## src/rtl/cache_controller.sv

```systemverilog
// ---------------------------------------------------------------------------
// cache_controller
//
// Request-side controller for an N-way set-associative, write-back /
// write-allocate cache data array. One CPU word request is serviced at a
// time. The request is latched on acceptance. The address is split into
// tag/index/offset for the array, and the controller sequences the array
// strobes for lookup, dirty-victim writeback, refill and retry. A simple
// request/acknowledge handshake goes to main memory through a registered
// writeback buffer and a registered refill buffer.
//
// Ports
//   clk, rst            clock, synchronous active-high reset
//   cpu_req_*           CPU request (valid/ready, type, address, write data)
//   cpu_resp_valid      one-cycle completion pulse
//   cpu_rdata           read data, qualified by cpu_resp_valid
//   c_tag/c_index/
//   c_blk_offset,
//   c_req_type,
//   c_data_in           latched request fields driven to the data array
//   c_data_in_mem       refill buffer driven to the data array
//   c_*_en_*            data array strobes
//   c_hit, c_dirty,
//   c_data_out,
//   c_dirty_block_out,
//   c_victim_tag        data array status and read data
//   mem_*               main memory request/acknowledge interface
// ---------------------------------------------------------------------------
module cache_controller #(
  parameter int WORD_SIZE       = 32,
  parameter int WORDS_PER_BLOCK = 4,
  parameter int BLOCK_SIZE      = WORDS_PER_BLOCK * WORD_SIZE,
  parameter int NUM_BLOCKS      = 64,
  parameter int NUM_WAYS        = 4,
  parameter int NUM_SETS        = NUM_BLOCKS / NUM_WAYS,
  parameter int INDEX_WIDTH     = $clog2(NUM_SETS),
  parameter int OFFSET_WIDTH    = $clog2(WORDS_PER_BLOCK),
  parameter int TAG_WIDTH       = 32 - INDEX_WIDTH - OFFSET_WIDTH
) (
  input  logic                    clk,
  input  logic                    rst,
  // CPU side
  input  logic                    cpu_req_valid,
  output logic                    cpu_req_ready,
  input  logic                    cpu_req_type,
  input  logic [31:0]             cpu_addr,
  input  logic [WORD_SIZE-1:0]    cpu_wdata,
  output logic                    cpu_resp_valid,
  output logic [WORD_SIZE-1:0]    cpu_rdata,
  // Data array side
  output logic [TAG_WIDTH-1:0]    c_tag,
  output logic [INDEX_WIDTH-1:0]  c_index,
  output logic [OFFSET_WIDTH-1:0] c_blk_offset,
  output logic                    c_req_type,
  output logic [WORD_SIZE-1:0]    c_data_in,
  output logic [BLOCK_SIZE-1:0]   c_data_in_mem,
  output logic                    c_read_en_cache,
  output logic                    c_write_en_cache,
  output logic                    c_read_en_mem,
  output logic                    c_write_en_mem,
  input  logic                    c_hit,
  input  logic                    c_dirty,
  input  logic [WORD_SIZE-1:0]    c_data_out,
  input  logic [BLOCK_SIZE-1:0]   c_dirty_block_out,
  input  logic [TAG_WIDTH-1:0]    c_victim_tag,
  // Main memory side
  output logic                    mem_rd_req,
  output logic                    mem_wr_req,
  output logic [31:0]             mem_addr,
  output logic [BLOCK_SIZE-1:0]   mem_wdata,
  input  logic                    mem_ack,
  input  logic [BLOCK_SIZE-1:0]   mem_rdata
);

  typedef enum logic [2:0] {
    IDLE,
    COMPARE,
    RESP,
    WB_ISSUE,
    WB_CAPTURE,
    WB_WAIT,
    ALLOC_WAIT,
    REFILL
  } state_t;

  state_t                  state_q;
  logic [TAG_WIDTH-1:0]    tag_q;
  logic [TAG_WIDTH-1:0]    victim_tag_q;
  logic [INDEX_WIDTH-1:0]  index_q;
  logic [OFFSET_WIDTH-1:0] offset_q;
  logic                    req_type_q;
  logic [WORD_SIZE-1:0]    wdata_q;
  logic [BLOCK_SIZE-1:0]   wb_buf_q;
  logic [BLOCK_SIZE-1:0]   refill_buf_q;

  always_ff @(posedge clk) begin
    if (rst) begin
      state_q      <= IDLE;
      tag_q        <= '0;
      victim_tag_q <= '0;
      index_q      <= '0;
      offset_q     <= '0;
      req_type_q   <= 1'b0;
      wdata_q      <= '0;
      wb_buf_q     <= '0;
      refill_buf_q <= '0;
    end else begin
      case (state_q)
        IDLE: begin
          if (cpu_req_valid) begin
            tag_q      <= cpu_addr[OFFSET_WIDTH+INDEX_WIDTH +: TAG_WIDTH];
            index_q    <= cpu_addr[OFFSET_WIDTH +: INDEX_WIDTH];
            offset_q   <= cpu_addr[0 +: OFFSET_WIDTH];
            req_type_q <= cpu_req_type;
            wdata_q    <= cpu_wdata;
            state_q    <= COMPARE;
          end
        end
        COMPARE: begin
          if (c_hit) begin
            state_q <= RESP;
          end else if (c_dirty) begin
            // The victim tag is only valid while the index is presented in
            // this cycle, so it is held for the writeback address.
            victim_tag_q <= c_victim_tag;
            state_q      <= WB_ISSUE;
          end else begin
            state_q <= ALLOC_WAIT;
          end
        end
        RESP:       state_q <= IDLE;
        WB_ISSUE:   state_q <= WB_CAPTURE;
        WB_CAPTURE: begin
          // The array registers the dirty block one cycle after WB_ISSUE.
          wb_buf_q <= c_dirty_block_out;
          state_q  <= WB_WAIT;
        end
        WB_WAIT: begin
          if (mem_ack) state_q <= ALLOC_WAIT;
        end
        ALLOC_WAIT: begin
          if (mem_ack) begin
            refill_buf_q <= mem_rdata;
            state_q      <= REFILL;
          end
        end
        // After a refill the access is retried; a repeated miss simply
        // re-enters the miss path.
        REFILL:  state_q <= COMPARE;
        default: state_q <= IDLE;
      endcase
    end
  end

  // All outputs below depend only on registered state and array responses.
  assign cpu_req_ready  = (state_q == IDLE);
  assign cpu_resp_valid = (state_q == RESP);
  assign cpu_rdata      = (state_q == RESP && !req_type_q) ? c_data_out : '0;

  assign c_tag          = tag_q;
  assign c_index        = index_q;
  assign c_blk_offset   = offset_q;
  assign c_req_type     = req_type_q;
  assign c_data_in      = wdata_q;
  assign c_data_in_mem  = refill_buf_q;

  assign c_read_en_cache  = (state_q == COMPARE && c_hit && !req_type_q)
                            || (state_q == WB_ISSUE);
  assign c_write_en_cache = (state_q == COMPARE && c_hit && req_type_q)
                            || (state_q == REFILL);
  assign c_read_en_mem    = (state_q == REFILL);
  assign c_write_en_mem   = (state_q == WB_ISSUE);

  assign mem_rd_req = (state_q == ALLOC_WAIT);
  assign mem_wr_req = (state_q == WB_WAIT);
  assign mem_addr   = (state_q == WB_WAIT)
                      ? {victim_tag_q, index_q, {OFFSET_WIDTH{1'b0}}}
                      : {tag_q, index_q, {OFFSET_WIDTH{1'b0}}};
  assign mem_wdata  = wb_buf_q;

endmodule

```

## config.mk

```make
export PLATFORM = sky130hd
export DESIGN_NAME = cache_controller
export DESIGN_NICKNAME = d
export VERILOG_FILES = /design/src/rtl/cache_controller.sv
export SDC_FILE = /design/constraint.sdc
export NUM_CORES = 1
export LEC_CHECK = 0
export ABC_AREA = 1
export BUFFER_PORTS_ARGS = -buffer_cell sky130_fd_sc_hd__buf_2
export CORE_AREA = 2 2 304 306
export CTS_BUF_LIST = sky130_fd_sc_hd__clkbuf_4
export DETAILED_ROUTE_END_ITERATION = 12
export DIE_AREA = 0 0 306 308
export GPL_TIMING_DRIVEN = 0
export MAX_ROUTING_LAYER = met4
export PLACE_DENSITY = 0.36
export SLEW_MARGIN = 30
export SYNTH_ARGS = -nofsm -noshare
export SYNTH_HDL_FRONTEND = slang
export SYNTH_SLANG_ARGS = --single-unit
export TNS_END_PERCENT = 1
```

## constraint.sdc

```tcl
create_clock -name clk -period 2.7 [get_ports clk]
set_input_delay 0.27 -clock clk [delete_from_list [all_inputs] [get_ports clk]]
set_output_delay 0.27 -clock clk [all_outputs]
set_load 0.02 [all_outputs]
```

## Word level (Yosys, flattened, before mapping)

Cells that the tools add are included.
W data, S select, Z words.

| storage, ports and cells | value |
|---|---|
| register bits after elaboration | 350 |
| latch bits | 0 |
| memory bits (writable) | 0 |
| bits in read-only memories | 0 |
| input port bits | 385 |
| output and inout port bits | 393 |
| logic and storage cells | 40 |
| memories kept | 0 |

| cells by class | value |
|---|---|
| $add $sub $neg | 0 |
| multipliers | 0 |
| divide/modulo/power cells | 0 |
| $lt $le $gt $ge | 0 |
| equality and inequality tests | 10 |
| shifts and indexed selects | 0 |
| muxes and demuxes | 8 |
| bitwise gates (word level) | 1 |
| reduce and logical (&&, ||, !) cells | 12 |

Operators with widths:

| operator | count |
|---|---|
| $mux W32 | 2 |
| $pmux W3 S8 | 1 |
| $mux W3 | 5 |
| $eq A3 B3 Y1 const B | 4 |
| $eq A3 B2 Y1 const B | 2 |
| $reduce_and A3 Y1 | 2 |
| $logic_and A1 B1 Y1 | 4 |
| $ne A2 B1 Y1 const B | 2 |
| $reduce_and A2 Y1 | 2 |
| $eq A3 B1 Y1 const B | 1 |
| $logic_not A3 Y1 | 1 |
| $logic_or A1 B1 Y1 | 2 |
| $ne A2 B2 Y1 const B | 1 |
| $logic_not A1 Y1 | 1 |
| $not A1 Y1 | 1 |

## Longest topological paths before layout

Gate-level depths: netlist of run 1.

| depth | value |
|---|---|
| depth after elaboration | 4 |
| mapped depth | 10 |
| depth with buffers taken out | 8 |

## Least setup slack after synthesis of run 1

No wires, ideal clock.

| timing | value |
|---|---|
| path type | register -> output |
| start | register state_q[2] |
| end | output cpu_rdata[10] |
| arrival time | 1.519 ns |
| data required time | 2.430 ns |
| setup slack | 0.911 ns |
| stages on the path, launching flop included | 6 |
| buffers on the path | 2 |
| path through | dfxtp_1 -> buf_2 -> nor3_2 -> nand2_1 -> clkbuf_1 -> nor2_1 |

| on the way | value |
|---|---|
| cells in the longest elaborated chain, start to end | 3 |

RTL lines:

| item | line | RTL |
|---|---|---|
| from (decl) | 86 | `state_t state_q;` |
| from (signal assigned) | 98 | `state_q <= IDLE;` |
| from (signal assigned) | 116 | `state_q <= COMPARE;` |
| from (signal assigned) | 121 | `state_q <= RESP;` |
| $eq A3 B2 Y1 | n/a |  |
| net cpu_resp_valid | 48 | `output logic cpu_resp_valid,` |
| $logic_and A1 B1 Y1 | 158 | `assign cpu_rdata = (state_q == RESP && !req_type_q) ? c_data_out : '0;` |
| $mux W32 | 158 |  |
| to (decl) | 49 | `output logic [WORD_SIZE-1:0] cpu_rdata,` |

The timed path passes the listed nets, and every way through them passes these cells.

## Final worst setup path of run 1

| timing | value |
|---|---|
| start | register state_q[2] |
| end | register refill_buf_q[6] (netlist: c_data_in_mem[6]) |

| on the way | value |
|---|---|
| cells in the longest elaborated chain, start to end | 2 |

RTL lines:

| item | line | RTL |
|---|---|---|
| $eq A3 B3 Y1 | 108 | `case (state_q)` |
| $reduce_and A2 Y1 (no source line) | n/a |  |
| to (signal assigned) | 143 | `refill_buf_q <= mem_rdata;` |
| to (decl) | 94 | `logic [BLOCK_SIZE-1:0] refill_buf_q;` |

No other way between the ends.
A chain may end at the register's enable or synchronous reset.

==> flow_summary.ini, run 1 <==
[run_status]
status = complete, no violations

[synth]
yosysWarnings = 0
ys_ff_latch = 350
syn-instance-count = 1711
synth.distinct_cells = 20
syn-cell-area_um2 = 13000
ys_seq_area_frac = 0.538
syn_avg_cell_area_um2 = 7.61

[cts]
cts.sink_count = 350
cts_root_buf = clkbuf_4
clkLatencyLatePin_ps = 930
h-tree-depth = 3
cts_tree = built
clk_path_buf_depth = 3
clk_pin_slew_worst_paths_ps = 60
cts_setup_buffers = 0
cts_made_buffers = 108

[route]
route.detailed.drc = 0
wl_met2_um = 36000
postRouteWirelength_um = 73200
vias_per_cell = 3.90
top_layer = met4
route.met3.wl_um = 5120
wl_met1_um = 29100
first_iter_violations = 683
wl_per_cell_um = 16.4
ant_nets = 0
drtPass1Iterations = 4
dr_total_vias = 17400

[worst_setup_path]
worstPathMaxFanout = 10
startpoint_type = flip-flop
endpoint_kind = flip-flop
rrSetupSlack_ps = 150
critical_path_arrival_ps = 3370
r2r_end = c_data_in_mem[6]$_SDFFE_PP0P_
path_cells = buf_4, nand3_2, inv_2, buf_2, nand3_1, dlygate4sd3_1, a21oi_1, dlygate4sd3_1
worstSetupPathType = flip-flop to flip-flop
max_stage_delay_ps = 590
r2r-start = state_q[2]$_SDFFE_PP0P_
critPathMostFrequentCell = dlygate4sd3_1
critPathRequiredTime_ps = 3520
rr_worst_depth = 8
crit_slowest_cell = dlygate4sd3_1

[global_routing]
grt_start_max_net_pins = 15
grt_overflow = 0
first_global_vias = 18400
antenna_found_initial = 5
grt_first_pass_wirelength_um = 107000
grt_usage = 0.153

[layout]
final_layout_size_suffix_gt1_frac = 0.319
layout.nets = 3579
finish.instance_area_um2 = 25700
fillers = 10100
multi_input_area_um2 = 5090
area_growth_pct = 97.6
seqCellArea_um2 = 7010

[sta]
finalCritPeriodShare = 0.943
setup_slack_ps = 155
final_hold_viol_count = 0
min_period_ps = 2550
fmax_mhz = 393
tightestPinTransition_ps = 920
setup_violations = 0
setup_tns_ps = 0
worst_hold_slack_ps = 144
report.final.slew_viol_count = 0
relSlewSlack = 0.386
skew_ps = 51.9

[floorplan]
placementRows = 111
fp.coreArea_um2 = 91000
io_pins = 778
dieArea_um2 = 94200
die_w_um = 306
die_h_um = 308
start_util = 0.143

[min_path]
min_path_cells = 4
min_to = mem_wdata[4]$_SDFFE_PP0P_
hp-class = input pin to flip-flop
hold_start = c_dirty_block_out[4]

[placed_design]
place_ws_ps = 364
dpl_cell_area_um2 = 18400
hpwlAfterDp_um = 54300
gp_congestion = 0.788
io_buffers = 774

[pwr]
power_density_nw_per_um2 = 665
p_leak_uw = 0.0123
vdd_drop_max_mv = 0.454

[job]
maxCapViolCount = 0
==> registers in the layout, indices dropped and copies added (netlist names) <==
| name | count |
|---|---|
| state_q | 3 |
| mem_wdata | 128 |
| c_index | 4 |
| c_data_in_mem | 128 |
| victim_tag_q | 26 |
| c_data_in | 32 |
| c_blk_offset | 2 |
| c_req_type | 1 |
| c_tag | 26 |
==> cells by family (layout without fill, tap and decap cells) <==
group | after synthesis | after routing | share of synthesized area
buffers and inverters | 223 | 1776 | 0.0752
and+or+nand+nor | 733 | 733 | 0.231
DFF | 350 | 350 | 0.538
other | 1 | 10 | 0.000288
AOI/OAI and AO/OA | 404 | 404 | 0.155
==> final cells by class <==
type | instances | area share
clock inverters | 31 | 0.00486
plain buffers | 151 | 0.0291
clock buffers | 150 | 0.0437
flip-flops and latches | 350 | 0.272
diodes | 8 | 0.000778
repair buffers | 1372 | 0.383
well taps | 1186 | 0.0576
inverters | 72 | 0.0105
multi-input cells | 1139 | 0.198
==> placed cells by master, fill, tap and decap left out, types with 4 or more instances in the layout <==
master / instances
inv_2: 8
buf_1: 6
dfxtp_1: 349
diode_2: 8
nand2_1: 237
nand3_1: 194
inv_1: 68
clkinv_1: 22
buf_2: 833
buf_4: 24
o21ai_0: 154
clkbuf_1: 54
a21oi_1: 221
clkinv_2: 4
clkbuf_4: 157
nor2_1: 293
dlygate4sd3_1: 598
o21ai_1: 25
==> per-layer routing <==
| layer | GRT usage | vias to the layer above |
|---|---|---|
| met5 | - | - |
| met4 | 0.0686 | 0 |
| met3 | 0.0432 | 181 |
| met2 | 0.263 | 623 |
| met1 | 0.165 | 7937 |
| li1 | - | 8647 |
==> synthesized netlist by cell type (all sizes together) <==
cell	n	share of area
o22ai	1	0.00048
nor3	2	0.0012
buf	89	0.037
nor2	296	0.085
o21ai	182	0.070
inv	72	0.021
dfxtp	350	0.54
clkbuf	62	0.018
nand2	239	0.069
a21oi	221	0.085
conb	1	0.00029
nand3	196	0.076
==> timing repair <==
| action | in CTS | in global routing |
|---|---|---|
| pin swaps | 0 | 1 |
| setup endpoints to repair | 58 | 26 |
| resized for setup | 29 | 16 |
| hold buffers | 598 | 0 |
| hold endpoints to repair | 350 | 0 |
==> power breakdown <==
part           internal [µW]  total, µW  switching, µW
clock                   2530       5110           2580
sequential              5870       6280            410
combinational           2230       5720           3490
total                  10600      17100           6480
==> worst max-delay path, delay by kind of cell, from the launching register on <==
kind                   cells  cell delay, ps
DFF                        1             310
buffers and inverters      5            1720
and+or+nand+nor            2             270
AOI/OAI and AO/OA          1             140
==> metrics by stage <==
step / utilization / total power, µW / std cells
final: 0.283 / 17100 / 4459
after global routing: 0.283 / 18200 / 4456
after CTS: 0.282 / 17400 / 4451
after detailed placement: 0.202 / 11200 / 3672
after global placement: 0.202 / 11200 / 3672
after floorplan: - / 9010 / 1712
==> how the worst max path moves through the flow <==
stage | slack [ps] | startpoint | end
after floorplan | 910 | state_q[2]$_SDFFE_PP0P_ | cpu_rdata[10]
after global placement | 360 | state_q[1]$_SDFFE_PP0P_ | mem_addr[30]
after detailed placement | 360 | state_q[1]$_SDFFE_PP0P_ | mem_addr[30]
after CTS | -20 | state_q[2]$_SDFFE_PP0P_ | mem_addr[15]
after global routing | -9 | state_q[1]$_SDFFE_PP0P_ | cpu_rdata[14]
final | 150 | state_q[2]$_SDFFE_PP0P_ | c_data_in_mem[6]$_SDFFE_PP0P_
No activity file was read; power rests on OpenSTA's default activity.
==> run 2, diff against run 1 <==
==> constraint.sdc (replaced) <==
create_clock -name clk -period 3.13 [get_ports clk]
set_input_delay 0.313 -clock clk [delete_from_list [all_inputs] [get_ports clk]]
set_output_delay 0.313 -clock clk [all_outputs]
set_load 0.02 [all_outputs]
==> run 2 against run 1 <==
- via count shrank 2.9%
- hold slack better by 10 ps
- combinational power is 17% lower
- flip-flop and latch count did not move
- register-to-register slack gained 410 ps
- count of clock-buffer cells in the layout unchanged
- first-iteration DRC count up 5.9%
- non-clock buffer count fell by 101
- clock power down 14%
- global-route usage fell by 0.23 points
- die area unchanged
- critical endpoint is now mem_addr[18]
- largest power group unchanged
==> flow_summary.ini, run 2 (synthesis results as in run 1) <==
[run_status]
status = complete, no violations

[min_path]
min_to = mem_wdata[9]$_SDFFE_PP0P_
hp-class = input pin to flip-flop
min_path_cells = 4
hold_start = c_dirty_block_out[9]

[worst_setup_path]
rrSetupSlack_ps = 560
worstSetupPathType = flip-flop to output pin
endpoint_kind = output pin
worstPathMaxFanout = 10
r2r_end = c_data_in_mem[0]$_SDFFE_PP0P_
rr_worst_depth = 8
r2r-start = state_q[2]$_SDFFE_PP0P_
startpoint_type = flip-flop
critPathRequiredTime_ps = 2820
critical_path_arrival_ps = 2540

[global_routing]
use_met1 = 0.165
grt_util_met3 = 0.0418
first_global_vias = 17800
top_usage_layer = met2
grt_start_max_net_pins = 15
grt_usage = 0.151
grt_overflow = 0
grt_first_pass_wirelength_um = 106000
antenna_found_initial = 3
gr-usage-met2 = 0.263

[floorplan]
io_pins = 778
die_h_um = 308
fp.coreArea_um2 = 91000
start_util = 0.143
dieArea_um2 = 94200
die_w_um = 306
placementRows = 111

[route]
route.detailed.drc = 0
postRouteWirelength_um = 72200
vias_per_cell = 3.87
dr_total_vias = 16900
first_iter_violations = 723
drtPass1Iterations = 5
ant_nets = 0
wl_per_cell_um = 16.6

[cts]
cts.sink_count = 350
clkLatencyLatePin_ps = 930
cts_root_buf = clkbuf_4
clk_pin_slew_worst_paths_ps = 60
h-tree-depth = 3
cts_tree = built
cts_made_buffers = 108
clk_path_buf_depth = 3

[layout]
final_layout_size_suffix_gt1_frac = 0.325
final_common_cell = buf_2
layout.nets = 3478
area_growth_pct = 89.2
final_cell_mix = buf_2, dlygate4sd3_1, dfxtp_1

[sta]
finalCritPeriodShare = 0.913
relSlewSlack = 0.381
fmax_mhz = 350
final_hold_viol_count = 0
tightestPinTransition_ps = 928
setup_violations = 0
report.final.slew_viol_count = 0
rsz0062_at_grt = false
skew_ps = 59.9
setup_tns_ps = 0
min_period_ps = 2860

[pwr]
vdd_drop_max_mv = 0.390
power_density_nw_per_um2 = 591
fin_total_pwr_uw = 14600
p_leak_uw = 0.0118

[job]
maxCapViolCount = 0

[placed_design]
hpwlAfterDp_um = 54300
gp_congestion = 0.788
io_buffers = 774
## run 2: cell types whose count changed in the layout (fill, tap and decap cells not counted), moves of 4 or more
cell / previous run / this run
dlygate4sd3_1: 598 / 497
buf_2: 833 / 841
buf_4: 24 / 16
clkbuf_4: 157 / 150
o21ai_0: 154 / 160
clkbuf_1: 54 / 58
## run 2: what timing repair did
action                                  in CTS  in global routing
gates resized for setup                      6                  0
hold endpoints to repair                   350                  0
hold buffers                               497                  0
setup buffers                                0                  0
endpoints found under the setup margin      25                  0
## run 2: how the worst max path moves through the flow
stage / startpoint / to / slack [ps] / cells after the start
global placement: state_q[1]$_SDFFE_PP0P_ / mem_addr[30] / 750 / 6
CTS: state_q[2]$_SDFFE_PP0P_ / mem_addr[18] / 60 / 5
global route: state_q[1]$_SDFFE_PP0P_ / cpu_rdata[8] / 4 / 6
detailed placement: state_q[1]$_SDFFE_PP0P_ / mem_addr[30] / 750 / 6
floorplan: state_q[2]$_SDFFE_PP0P_ / cpu_rdata[10] / 1300 / 5
finish: state_q[2]$_SDFFE_PP0P_ / mem_addr[18] / 270 / 5
## run 2: cell type report
type,count,area (µm²)
diodes,11,27.5
plain buffers,151,716
clock buffers,150,1130
clock inverters,31,125
fillers,10200,66300
inverters,72,270
multi-input cells,1139,5050
flip-flops and latches,350,7010
well taps,1186,1480
repair buffers,1271,8850
## run 2: critical path: stages, from the launching register on
cell and delay [ps]:
dfxtp_1 310, buf_2 210, nand3_2 240, clkbuf_2 300, o21ai_0 310, buf_2 240
## run 2: power breakdown
| group | total, µW | internal (µW) | switching, µW |
|---|---|---|---|
| clock network | 4390 | 2180 | 2210 |
| logic | 4760 | 1800 | 2960 |
| registers | 5420 | 5070 | 350 |
| total | 14600 | 9040 | 5520 |
## run 2: per-stage QoR
step / cells / hold slack [ps] / worst slack [ps] / utilization / area, µm²
3_3_place_gp: 3672 / 435 / 751 / 0.202 / 18400
4_1_cts: 4350 / 2.27 / 63.0 / 0.271 / 24600
2_1_floorplan: 1712 / 425 / 1300 / - / 13000
3_5_place_dp: 3672 / 443 / 751 / 0.202 / 18400
5_1_grt: 4356 / 25.0 / 4.11 / 0.271 / 24600
6_report: 4361 / 154 / 273 / 0.271 / 24700
## run 2: layer usage
layer,vias to the layer above,share of wire
met1,7709,0.40
met3,147,0.068
met5,-,0
li1,8445,-
met2,587,0.50
met4,0,0.029
==> run 3, diff against run 2 <==
--- a/config.mk
+++ b/config.mk
@@ -12,7 +12,6 @@
 export DETAILED_ROUTE_END_ITERATION = 12
 export DIE_AREA = 0 0 306 308
 export GPL_TIMING_DRIVEN = 0
-export MAX_ROUTING_LAYER = met4
 export PLACE_DENSITY = 0.36
 export SLEW_MARGIN = 30
 export SYNTH_ARGS = -nofsm -noshare
==> run 3 against run 2 <==
- clock power is essentially flat
- sequential power is essentially flat
- combinational power is essentially flat
- final cell count is essentially flat
- flip-flop and latch count is the same
- wire length is essentially flat
- clock skew shrank 2.8 ps
- global-route usage shrank 0.43 points
- cell area is essentially flat
- fmax is essentially flat
- sequential share of layout area is essentially flat
- setup slack gained 1.8 ps
- critical path type unchanged
- largest cell class unchanged
- largest power group unchanged
==> flow_summary.ini, run 3 (synthesis results as in run 1) <==
[run_status]
status = complete, no violations

[floorplan]
placementRows = 111
io_pins = 778
fp.coreArea_um2 = 91000
die_w_um = 306
dieArea_um2 = 94200
die_h_um = 308
start_util = 0.143

[min_path]
hp-class = input pin to flip-flop
hold_start = c_dirty_block_out[9]

[layout]
multi_input_area_um2 = 5050
final_layout_size_suffix_gt1_frac = 0.325
final_util = 0.271
final_common_cell = buf_2
stdcell_count = 4357
final_cell_mix = buf_2, dlygate4sd3_1, dfxtp_1
area_growth_pct = 89.2
finish.instance_area_um2 = 24600
fillers = 10200
layout.nets = 3478
seqCellArea_um2 = 7010

[pwr]
vdd_drop_max_mv = 0.388
power_density_nw_per_um2 = 591
p_leak_uw = 0.0118

[sta]
setup_tns_ps = 0
min_period_ps = 2860
rsz0062_at_grt = false
finalCritPeriodShare = 0.912
setup_violations = 0
fmax_mhz = 350
report.final.slew_viol_count = 0
tightestPinTransition_ps = 936
worst_hold_slack_ps = 172
relSlewSlack = 0.376
final_hold_viol_count = 0
skew_ps = 57.2

[cts]
clk_pin_slew_worst_paths_ps = 60
cts_tree = built
clk_path_buf_depth = 3
h-tree-depth = 3
cts_root_buf = clkbuf_4
cts_made_buffers = 108
cts.sink_count = 350
cts_setup_buffers = 0
clkLatencyLatePin_ps = 910

[placed_design]
io_buffers = 774
dpl_cell_area_um2 = 18400
gp_congestion = 0.777
hpwlAfterDp_um = 54300
dp.cells = 3672

[worst_setup_path]
worstSetupPathType = flip-flop to output pin
r2r-start = state_q[2]$_SDFFE_PP0P_
critPathRequiredTime_ps = 2820
worstPathMaxFanout = 10
startpoint_type = flip-flop
critical_path_arrival_ps = 2540
endpoint_kind = output pin
startpoint = state_q[2]$_SDFFE_PP0P_

[job]
maxCapViolCount = 0

[route]
route.detailed.drc = 0
ant_nets = 0
vias_per_cell = 3.88
dr_total_vias = 16900
first_iter_violations = 705
drtPass1Iterations = 5
wl_per_cell_um = 16.6
postRouteWirelength_um = 72200

[global_routing]
grt_first_pass_wirelength_um = 106000
antenna_found_initial = 3
grt_usage = 0.147
first_global_vias = 17800
grt_overflow = 0
grt_start_max_net_pins = 15
-- run 3: cell types whose count changed in the layout (fill, tap and decap cells not counted), sizes merged --
cell / before / now
diode: 11 / 7
-- run 3: cell type report --
type / instances / share of cell area
antenna: 7 / 0.000711
buffer: 151 / 0.0290
clock buffer: 150 / 0.0457
clock inverter: 31 / 0.00508
inverter: 72 / 0.0110
multi-input combinational: 1139 / 0.205
sequential: 350 / 0.284
tap: 1186 / 0.0602
timing repair buffer: 1271 / 0.359
-- run 3: per-stage QoR --
step	power, µW	setup slack (ps)
3_5_place_dp	9630	751
4_1_cts	14900	63.0
6_report	14600	275
5_1_grt	15500	12.3
2_1_floorplan	7770	1300
3_3_place_gp	9660	751
-- run 3: per-layer routing --
| metal | share of wire | vias up | track usage |
|---|---|---|---|
| met5 | 0 | - | 0 |
| li1 | - | 8443 | - |
| met4 | 0.029 | 0 | 0.0536 |
| met2 | 0.50 | 592 | 0.263 |
| met1 | 0.40 | 7732 | 0.163 |
| met3 | 0.067 | 138 | 0.0445 |
-- run 3: path summary, 6_finish.rpt --
| path | endpoint | slack, ps | cells after the start |
|---|---|---|---|
| max | mem_addr[30] | 270 | 5 |
| min | mem_wdata[9]$_SDFFE_PP0P_ | 170 | 4 |
| max reg2reg | c_data_in_mem[0]$_SDFFE_PP0P_ | 550 | 8 |
| min reg2reg | victim_tag_q[8]$_SDFFE_PP0P_ | 450 | 2 |
-- run 3: where the power goes --
part	switching, µW	total (µW)	internal [µW]
clock	2210	4390	2180
sequential	351	5420	5070
combinational	2960	4760	1800
-- run 3: timing repair --
item	in CTS	in global routing
gates resized for setup	6	0
hold buffers	497	0
endpoints found under the hold margin	350	0
setup endpoints to repair	25	0
-- run 3: worst max-delay path, cell delays in order, from the launching register on --
cell and delay (ps):
dfxtp_1 300, buf_2 210, nand3_2 250, clkbuf_1 280, o21ai_1 340, buf_2 240
